### config.mk
export PLATFORM = sky130hd
export DESIGN_NAME = bt_at_cmd_streamer
export DESIGN_NICKNAME = d
export VERILOG_FILES = /design/src/rtl/bt_at_cmd_streamer.sv
export SDC_FILE = /design/constraint.sdc
export NUM_CORES = 1
export LEC_CHECK = 0
export CAP_MARGIN = 10
export CELL_PAD_IN_SITES_DETAIL_PLACEMENT = 1
export CELL_PAD_IN_SITES_GLOBAL_PLACEMENT = 1
export CORE_MARGIN = 5
export CORE_UTILIZATION = 39
export DETAILED_ROUTE_END_ITERATION = 7
export MAX_ROUTING_LAYER = met4
export PLACE_DENSITY_LB_ADDON = 0.1
export SLEW_MARGIN = 0
export SYNTH_ARGS = -nofsm -noshare
export SYNTH_HDL_FRONTEND = slang
export SYNTH_SLANG_ARGS = --single-unit
export TNS_END_PERCENT = 30
### constraint.sdc
create_clock -name clk -period 6.76 [get_ports clk]
set_clock_uncertainty 0.05 [all_clocks]
set_input_delay 1.352 -clock clk [delete_from_list [all_inputs] [get_ports clk]]
set_output_delay 1.352 -clock clk [all_outputs]
set_load 0.03 [all_outputs]
### src/rtl/bt_at_cmd_streamer.sv
// Streams a Bluefruit AT command (prefix, optional payload, CR or CR+LF) one byte
// at a time over a valid/ready handshake toward the UART transmitter.
module bt_at_cmd_streamer #(
  parameter int MAX_PAYLOAD = 20,
  parameter int LEN_W       = 5,
  parameter int APPEND_LF   = 0
) (
  input  logic                     clk,
  input  logic                     reset,
  input  logic                     i_start,
  input  logic [1:0]               i_cmd_sel,
  input  logic [8*MAX_PAYLOAD-1:0] i_payload,
  input  logic [LEN_W-1:0]         i_payload_len,
  output logic [7:0]               o_tx_byte,
  output logic                     o_tx_valid,
  input  logic                     i_tx_ready,
  output logic                     o_busy,
  output logic                     o_done,
  output logic                     o_cmd_err
);
  localparam int CNT_RAW = $clog2(MAX_PAYLOAD + 17);
  localparam int CNT_W   = (CNT_RAW > LEN_W) ? CNT_RAW : LEN_W;
  localparam int PI_W    = (MAX_PAYLOAD > 1) ? $clog2(MAX_PAYLOAD) : 1;

  localparam logic [1:0] C_TX = 2'd0, C_RX = 2'd1, C_NAME = 2'd2;

  // Prefix ROMs, element 0 is the first character sent; shorter ones are zero padded.
  localparam logic [0:13][7:0] PFX_TX   = {"AT+BLEUARTTX=", 8'h00};
  localparam logic [0:13][7:0] PFX_RX   = {"AT+BLEUARTRX", 16'h0000};
  localparam logic [0:13][7:0] PFX_NAME = "AT+GAPDEVNAME=";

  typedef enum logic [1:0] {S_IDLE, S_PREFIX, S_PAYLOAD, S_TERM} state_t;

  state_t                        r_state, w_next;
  logic [1:0]                    r_cmd;
  logic [MAX_PAYLOAD-1:0][7:0]   r_payload;
  logic [LEN_W-1:0]              r_len;
  logic [CNT_W-1:0]              r_idx;
  logic                          r_done, r_err;

  logic                          w_fire, w_bad, w_accept, w_skip_pl, w_phase_last;
  logic [CNT_W-1:0]              w_pfx_last;
  logic [7:0]                    w_pfx_byte;

  assign w_fire    = o_tx_valid & i_tx_ready;
  assign w_bad     = (i_cmd_sel == 2'd3) || (i_payload_len > LEN_W'(MAX_PAYLOAD));
  assign w_accept  = (r_state == S_IDLE) && i_start && !w_bad;
  assign w_skip_pl = (r_len == '0) || (r_cmd == C_RX);

  always_comb begin
    w_pfx_last = CNT_W'(12);
    w_pfx_byte = PFX_TX[r_idx[3:0]];
    case (r_cmd)
      C_RX: begin
        w_pfx_last = CNT_W'(11);
        w_pfx_byte = PFX_RX[r_idx[3:0]];
      end
      C_NAME: begin
        w_pfx_last = CNT_W'(13);
        w_pfx_byte = PFX_NAME[r_idx[3:0]];
      end
      default: ;
    endcase
  end

  always_comb begin
    w_phase_last = 1'b0;
    case (r_state)
      S_PREFIX:  w_phase_last = (r_idx == w_pfx_last);
      S_PAYLOAD: w_phase_last = (r_idx == CNT_W'(r_len) - CNT_W'(1));
      S_TERM:    w_phase_last = (r_idx == CNT_W'((APPEND_LF != 0) ? 1 : 0));
      default:   ;
    endcase
  end

  always_ff @(posedge clk or posedge reset) begin
    if (reset) r_state <= S_IDLE;
    else       r_state <= w_next;
  end

  always_comb begin
    w_next = r_state;
    case (r_state)
      S_IDLE:    if (w_accept) w_next = S_PREFIX;
      S_PREFIX:  if (w_fire && w_phase_last) w_next = w_skip_pl ? S_TERM : S_PAYLOAD;
      S_PAYLOAD: if (w_fire && w_phase_last) w_next = S_TERM;
      S_TERM:    if (w_fire && w_phase_last) w_next = S_IDLE;
      default:   w_next = S_IDLE;
    endcase
  end

  // Byte counter restarts at every phase change, so it indexes the ROM, payload or terminator directly.
  always_ff @(posedge clk or posedge reset) begin
    if (reset) begin
      r_cmd     <= '0;
      r_payload <= '0;
      r_len     <= '0;
      r_idx     <= '0;
      r_done    <= 1'b0;
      r_err     <= 1'b0;
    end else begin
      r_done <= (r_state == S_TERM) && w_fire && w_phase_last;
      r_err  <= (r_state == S_IDLE) && i_start && w_bad;
      if (w_accept) begin
        r_cmd     <= i_cmd_sel;
        r_payload <= i_payload;
        r_len     <= i_payload_len;
        r_idx     <= '0;
      end else if (w_fire) begin
        r_idx <= (w_next != r_state) ? '0 : r_idx + CNT_W'(1);
      end
    end
  end

  always_comb begin
    o_tx_byte  = 8'h00;
    o_tx_valid = (r_state != S_IDLE);
    o_busy     = (r_state != S_IDLE);
    o_done     = r_done;
    o_cmd_err  = r_err;
    case (r_state)
      S_PREFIX:  o_tx_byte = w_pfx_byte;
      S_PAYLOAD: o_tx_byte = r_payload[r_idx[PI_W-1:0]];
      S_TERM:    o_tx_byte = (r_idx == '0) ? 8'h0D : 8'h0A;
      default:   ;
    endcase
  end
endmodule

==> run_results.csv, run 1 <==
group,metric,value,unit
run_status,status,"finished, final reports clean",
clocking,ctsHoldBuffers,0,
finish,multi_input_area,4318,um^2
synth,yosys.area.top_type,"dfrtp_1",
placed_design,place_inst,1448,
timing,fin_setup_tns,0,ns
setup_path,path_class,"reg2out",
routing,first_iter_violations,470,
synth,synth.net_count,1187,
clocking,cts_tree,"built",
floorplanning,ioPinCount,183,
power,power.share.clock,19.8,%
placed_design,post-place-ws,2.071,ns
finish,final-seq-area,4432,um^2
timing,fin_crit_sh,75.85,%
clocking,cts.path.max_buffers,2,
floorplanning,die_w,162.9,um
placed_design,gp_congestion,0.9155,
timing,slew_violations,0,
clocking,post_cts_buffers,0,
power,power.share.sequential,38.0,%
power,comb_power_share,42.2,%
placed_design,io_buffers,182,
timing,rsz0062_at_grt,"false",
run,drv_cap,0,
finish,area_delta_synth_final,28.91,%
routing,first_pass_iters,4,
power,switchingPower,2.013,mW
floorplanning,row_count,56,
timing,worstMarginPinSlew,0.9522,ns
global_routing,grt_pass1_wl,43730,um
setup_path,reg2regPathDepth,9,
setup_path,r2r-end,"r_idx[1]$_DFFE_PP0P_",
synth,syn_avg_cell_area,9.116,um^2
clocking,cts_resized,0,
power,leakage,5.539,nW
synth,synth.most_common_cell,"nand2_1",
synth,synth_top_area_share,48.59,%
finish,final_cells,1481,
setup_path,cpMaxStageDelayCell,"dfrtp_2",
timing,setup_slack,1.633,ns
clocking,worstSkewPairLatency,0.43,ns
timing,final-setup-viol-count,0,
setup_path,worstPathCellList,"mux4_2 > mux4_2 > inv_2 > o21ai_1 > a221oi_2 > nor2_1 > clkdlybuf4s50_1",
clocking,clk_pin_slew_worst_paths,0.07,ns
finish,nets,1336,
setup_path,end_kind,"output pin",
global_routing,grt_overflow,0,
floorplanning,start_util,39.19,%
clocking,numCtsBuffers,17,
setup_path,cp_slowest_stage_delay,0.97,ns
placed_design,place_hpwl,19790,um
routing,vias_per_cell,5.070,
finish,antenna_cells,0,
placed_design,dpl_cell_area,11140,um^2
synth,synth_ff_type,"dfrtp_1",
finish,n_fill_cell,2704,
synth,synth-edff-count,0,
setup_path,reg2reg_from,"r_idx[1]$_DFFE_PP0P_",
floorplanning,fp.coreArea,23260,um^2
routing,wire_per_inst,18.48,um
global_routing,grt_max_degree,95,
power,swShare,40.14,%
synth,synth.area.top_cells,"dfrtp_1, nand2_1, mux4_2",
synth,ys_seq_area_share,48.59,%
global_routing,grt_pass1_vias,8042,
setup_path,crit_arrival,3.73,ns
min_path,min-delay-start,"r_payload[146]$_DFFE_PP0P_",
floorplanning,dieArea,26530,um^2
power,peakVddDrop,0.1804,mV
synth,synthCells,1000,
clocking,cts-root-buf,"clkbuf_16",
routing,vias,7508,
global_routing,antenna_found_initial,0,
synth,synth_area,9116,um^2
timing,finalHoldViolCount,0,
min_path,holdPathStages,2,
min_path,min_to,"r_payload[146]$_DFFE_PP0P_",
power,internal_power,3.001,mW
global_routing,grtUsageTotal,21.72,%
power,power,5.014,mW
synth,synth-seq-cells,177,
floorplanning,die_h,162.9,um
clocking,htree_levels,4,
synth,yosys_warnings,0,
finish,stdcell_area,11750,um^2
routing,drc_errors,0,
timing,slew-limit-headroom,36.52,%
setup_path,r2r_slack,3.27,ns
setup_path,cpMostUsedCell,"mux4_2",
timing,fmax,195.0,MHz
power,powerDensity,426.7,nW/um^2
routing,finalWirelength,27360,um
synth,synth_common_cells,"nand2_1, dfrtp_1, mux4_2, clkbuf_1, a21oi_1",
routing,ant_nets,0,
finish,final_layout_size_suffix_gt1_share,9.466,%
setup_path,critPathRequiredTime,5.36,ns
timing,fin_crit,5.127,ns
setup_path,critPathLaunchType,"flop",
min_path,hp-class,"reg2reg",
setup_path,cp_max_fo,35,
synth,synth_async_sr_flop_share,100.0,%
clocking,cts.sinks,177,
synth,ys_types,54,
layer usage:
layer	vias up	global-route usage, %	part of all wire, %
li1	3593	-	-
met1	3746	28.50	43
met2	156	35.89	52
met3	13	4.024	3.7
met4	0	4.117	1.0
met5	-	-	0
cell usage in the layout, fill, tap and decap left out, types with 9 or more instances in the layout:
cell and n:
nor2_1 11, a31oi_1 12, clkbuf_16 17, ha_1 16, mux4_2 45, a21oi_1 21
clkdlybuf4s50_1 182, inv_1 11, nand2_1 516, dfrtp_1 175, nand3_1 9, buf_4 10
critical path, delay by kind of cell (launching register included):
kind,cells,cell delay [ns]
compound gates,2,0.44
simple gates,1,0.08
buf+inv,2,0.72
flops,1,0.97
mux,2,1.08
worst max-delay path by stage:
| stage | cells after the start | slack [ns] | end | from |
|---|---|---|---|---|
| detailed placement | 7 | 2.07 | o_tx_byte[3] | r_idx[1]$_DFFE_PP0P_ |
| CTS | 7 | 1.61 | o_tx_byte[3] | r_idx[1]$_DFFE_PP0P_ |
| finish | 7 | 1.63 | o_tx_byte[3] | r_idx[1]$_DFFE_PP0P_ |
| global route | 9 | 1.38 | o_tx_byte[0] | r_idx[1]$_DFFE_PP0P_ |
| floorplan | 1 | 0.56 | o_cmd_err$_DFF_PP0_ | reset |
| global placement | 9 | 2.10 | o_tx_byte[0] | r_idx[1]$_DFFE_PP0P_ |
power groups by stage:
| stage | sequential, mW | clock [mW] | combinational [mW] |
|---|---|---|---|
| 2_1_floorplan | 1.70 | 0 | 1.65 |
| 3_3_place_gp | 1.91 | 0 | 2.07 |
| 3_5_place_dp | 1.92 | 0 | 2.12 |
| 4_1_cts | 1.91 | 1.01 | 2.14 |
| 5_1_grt | 1.97 | 1.06 | 2.35 |
| 6_report | 1.91 | 0.992 | 2.12 |
layout make-up:
| type | instances | share of cell area, % |
|---|---|---|
| Sequential cell | 177 | 37.71 |
| Tap cell | 319 | 3.397 |
| Clock buffer | 18 | 3.652 |
| Clock inverter | 14 | 1.363 |
| Timing Repair Buffer | 194 | 16.48 |
| Inverter | 19 | 0.6495 |
| Multi-Input combinational cell | 740 | 36.74 |
flip-flops by register name (all words and copies together) (netlist names):
signal	count
r_state	2
r_idx	6
r_len	5
o_done	1
r_payload	160
o_cmd_err	1
r_cmd	2
stage by stage:
stage	hold WS (ns)	utilization (%)
final	0.4237	50.52
after global routing	0.4532	50.52
after CTS	0.4252	50.43
after detailed placement	0.4068	47.90
after global placement	0.4025	47.90
after floorplan	0.3903	-
cells by family after synthesis:
| kind of cell | Yosys count | share of synthesized area, % |
|---|---|---|
| AND/OR/NAND/NOR | 563 | 24.44 |
| XOR/XNOR | 12 | 1.304 |
| flip-flops | 177 | 48.59 |
| adder cells (fa/ha/maj) | 16 | 2.196 |
| multiplexers | 60 | 12.86 |
| buffers and inverters | 83 | 4.131 |
| AO/OA/AOI/OAI | 89 | 6.478 |
No activity file was read; power rests on OpenSTA's default activity.
==> run 2, diff against run 1 <==
--- a/config.mk
+++ b/config.mk
@@ -9,7 +9,7 @@
 export CELL_PAD_IN_SITES_DETAIL_PLACEMENT = 1
 export CELL_PAD_IN_SITES_GLOBAL_PLACEMENT = 1
 export CORE_MARGIN = 5
-export CORE_UTILIZATION = 39
+export CORE_UTILIZATION = 35
 export DETAILED_ROUTE_END_ITERATION = 7
 export MAX_ROUTING_LAYER = met4
 export PLACE_DENSITY_LB_ADDON = 0.1
==> constraint.sdc (replaced) <==
create_clock -name clk -period 4.3 [get_ports clk]
set_clock_uncertainty 0.05 [all_clocks]
set_input_delay 0.86 -clock clk [delete_from_list [all_inputs] [get_ports clk]]
set_output_delay 0.86 -clock clk [all_outputs]
set_load 0.03 [all_outputs]
==> run_results.csv, run 2 (synthesized netlist as in run 1, its figures left out) <==
group,metric,value,unit
run_status,status,"finished, final reports clean",
finish,final_cell_mix,"nand2_1, clkdlybuf4s50_1, dfrtp_1, mux4_2, a21oi_1",
setup_path,critPathRequiredTime,3.39,ns
clocking,numCtsBuffers,17,
clocking,cts_tree,"built",
power,power.share.clock,19.6,%
power,peakVddDrop,0.2888,mV
power,power.share.sequential,36.8,%
placed_design,post-place-ws,0.4865,ns
clocking,cts-root-buf,"clkbuf_16",
min_path,min-delay-start,"r_payload[102]$_DFFE_PP0P_",
finish,final_common_cell,"nand2_1",
placed_design,io_buffers,182,
setup_path,r2r-end,"r_idx[1]$_DFFE_PP0P_",
finish,top_register,"r_payload",
setup_path,cp_max_fo,12,
floorplanning,dieArea,29370,um^2
min_path,holdPathStages,2,
finish,antenna_cells,0,
power,powerDensity,666.1,nW/um^2
timing,slew-limit-headroom,52.93,%
routing,first_pass_iters,4,
floorplanning,ioPinCount,183,
timing,fin_crit,4.157,ns
floorplanning,start_util,35.28,%
finish,final_cells,1502,
clocking,cts.sinks,177,
placed_design,gp_congestion,0.8506,
routing,wire_per_inst,18.39,um
setup_path,worstPathCellList,"buf_4 > buf_6 > mux4_2 > mux4_2 > nand2b_1 > a21oi_1 > clkdlybuf4s50_1",
setup_path,cpMaxStageDelayCell,"clkdlybuf4s50_1",
setup_path,path_class,"reg2out",
timing,fin_setup_tns,0,ns
timing,setup_slack,0.1430,ns
floorplanning,die_w,171.4,um
floorplanning,die_h,171.4,um
timing,rsz0062_at_grt,"false",
setup_path,cpMostUsedCell,"mux4_2",
clocking,htree_levels,4,
setup_path,cp_top_family,"buffers and inverters",
setup_path,cp_slowest_stage_delay,0.60,ns
clocking,clk_pin_slew_worst_paths,0.08,ns
timing,fin_crit_sh,96.67,%
global_routing,grt_max_degree,92,
setup_path,reg2reg_from,"r_state[0]$_DFF_PP0_",
min_path,min_to,"r_payload[102]$_DFFE_PP0P_",
routing,vias_per_cell,4.955,
timing,final-setup-viol-count,0,
floorplanning,fp.coreArea,25840,um^2
setup_path,r2r_slack,1.32,ns
run,drv_cap,0,
global_routing,grtUsageTotal,19.61,%
timing,worstMarginPinSlew,0.7046,ns
power,leakage,5.642,nW
setup_path,critPathLaunch,"r_idx[1]$_DFFE_PP0P_",
power,internal_power,4.759,mW
power,comb_power_share,43.5,%
routing,vias,7442,
routing,first_iter_violations,528,
global_routing,grt_pass1_vias,7907,
finish,final_layout_size_suffix_gt1_share,10.11,%
timing,fmax,240.6,MHz
placed_design,place_inst,1471,
clocking,ctsHoldBuffers,0,
placed_design,dpl_cell_area,11270,um^2
routing,ant_nets,0,
finish,largest_register_ffs,160,
global_routing,grt_pass1_wl,43240,um
power,swShare,39.91,%
finish,n_fill_cell,2994,
finish,stdcell_area,11890,um^2
placed_design,place_hpwl,20400,um
clocking,worstSkewPairLatency,0.43,ns
routing,finalWirelength,27620,um
timing,finalHoldViolCount,0,
power,switchingPower,3.161,mW
clocking,post_cts_buffers,0,
finish,area_delta_synth_final,30.43,%
global_routing,antenna_found_initial,0,
finish,reg_top3,"r_payload (160), r_idx (6), r_len (5)",
setup_path,end_kind,"output pin",
global_routing,grt_overflow,0,
clocking,cts.path.max_buffers,2,
timing,slew_violations,0,
routing,drc_errors,0,
finish,nets,1342,
floorplanning,row_count,59,
setup_path,critPathBufInv,3,
setup_path,critPathLaunchType,"flop",
setup_path,reg2regPathDepth,9,
min_path,hp-class,"reg2reg",
setup_path,crit_arrival,3.25,ns
-- run 2: cell type report --
class / instances / area [um^2] / share of cell area (%)
clock buffers: 17 / 425.4 / 3.578
clock inverters: 14 / 172.7 / 1.452
inverters: 19 / 75.07 / 0.6314
multi-input cells: 740 / 4318 / 36.31
flip-flops and latches: 177 / 4436 / 37.30
well taps: 335 / 419.2 / 3.525
repair buffers: 200 / 2044 / 17.19
-- run 2: worst max path at each step --
stage,end,slack (ns),depth (start not counted)
floorplan,o_cmd_err$_DFF_PP0_,1.12,1
global placement,o_tx_byte[3],0.52,7
detailed placement,o_tx_byte[0],0.49,9
CTS,o_tx_byte[7],0.03,7
global route,o_tx_byte[7],0.03,7
finish,o_tx_byte[7],0.14,7
-- run 2: power groups by stage --
| stage | registers, mW | clock network (mW) | logic [mW] |
|---|---|---|---|
| after CTS | 2.93 | 1.61 | 3.49 |
| after global placement | 2.95 | 0 | 3.41 |
| after floorplan | 2.67 | 0 | 2.59 |
| after detailed placement | 2.95 | 0 | 3.47 |
| after global routing | 3.01 | 1.67 | 3.81 |
| final | 2.92 | 1.55 | 3.45 |
-- run 2: worst register-to-register path: stages, from the launching register on --
cell,delay (ns)
dfrtp_1,0.48
inv_1,0.17
ha_1,0.41
nor4b_2,0.39
a211o_1,0.20
a211oi_1,0.07
or2_1,0.21
a31oi_1,0.38
o21ai_1,0.27
o2bb2ai_1,0.25
-- run 2: repair_timing --
action / in CTS / in global routing
pin swaps: 0 / 0
setup endpoints to repair: 1 / 4
resized for setup: 1 / 5
-- run 2: stage by stage --
stage | hold WS [ns] | utilization (%) | power, mW
after CTS | 0.4296 | 45.96 | 8.025
after global routing | 0.4482 | 46.02 | 8.487
after detailed placement | 0.4111 | 43.64 | 6.417
after floorplan | 0.3903 | - | 5.264
after global placement | 0.4027 | 43.64 | 6.365
final | 0.4242 | 46.02 | 7.920
-- run 2: metal layers --
layer  track usage (%)  up-vias  share of wire [%]  wire [um]
met5                 -        -                  0          0
met4             4.650        0                1.0        284
met3             3.884       17                4.0       1099
met2             31.63      141                 49      13630
met1             25.78     3675                 46      12610
li1                  -     3609                  -          -
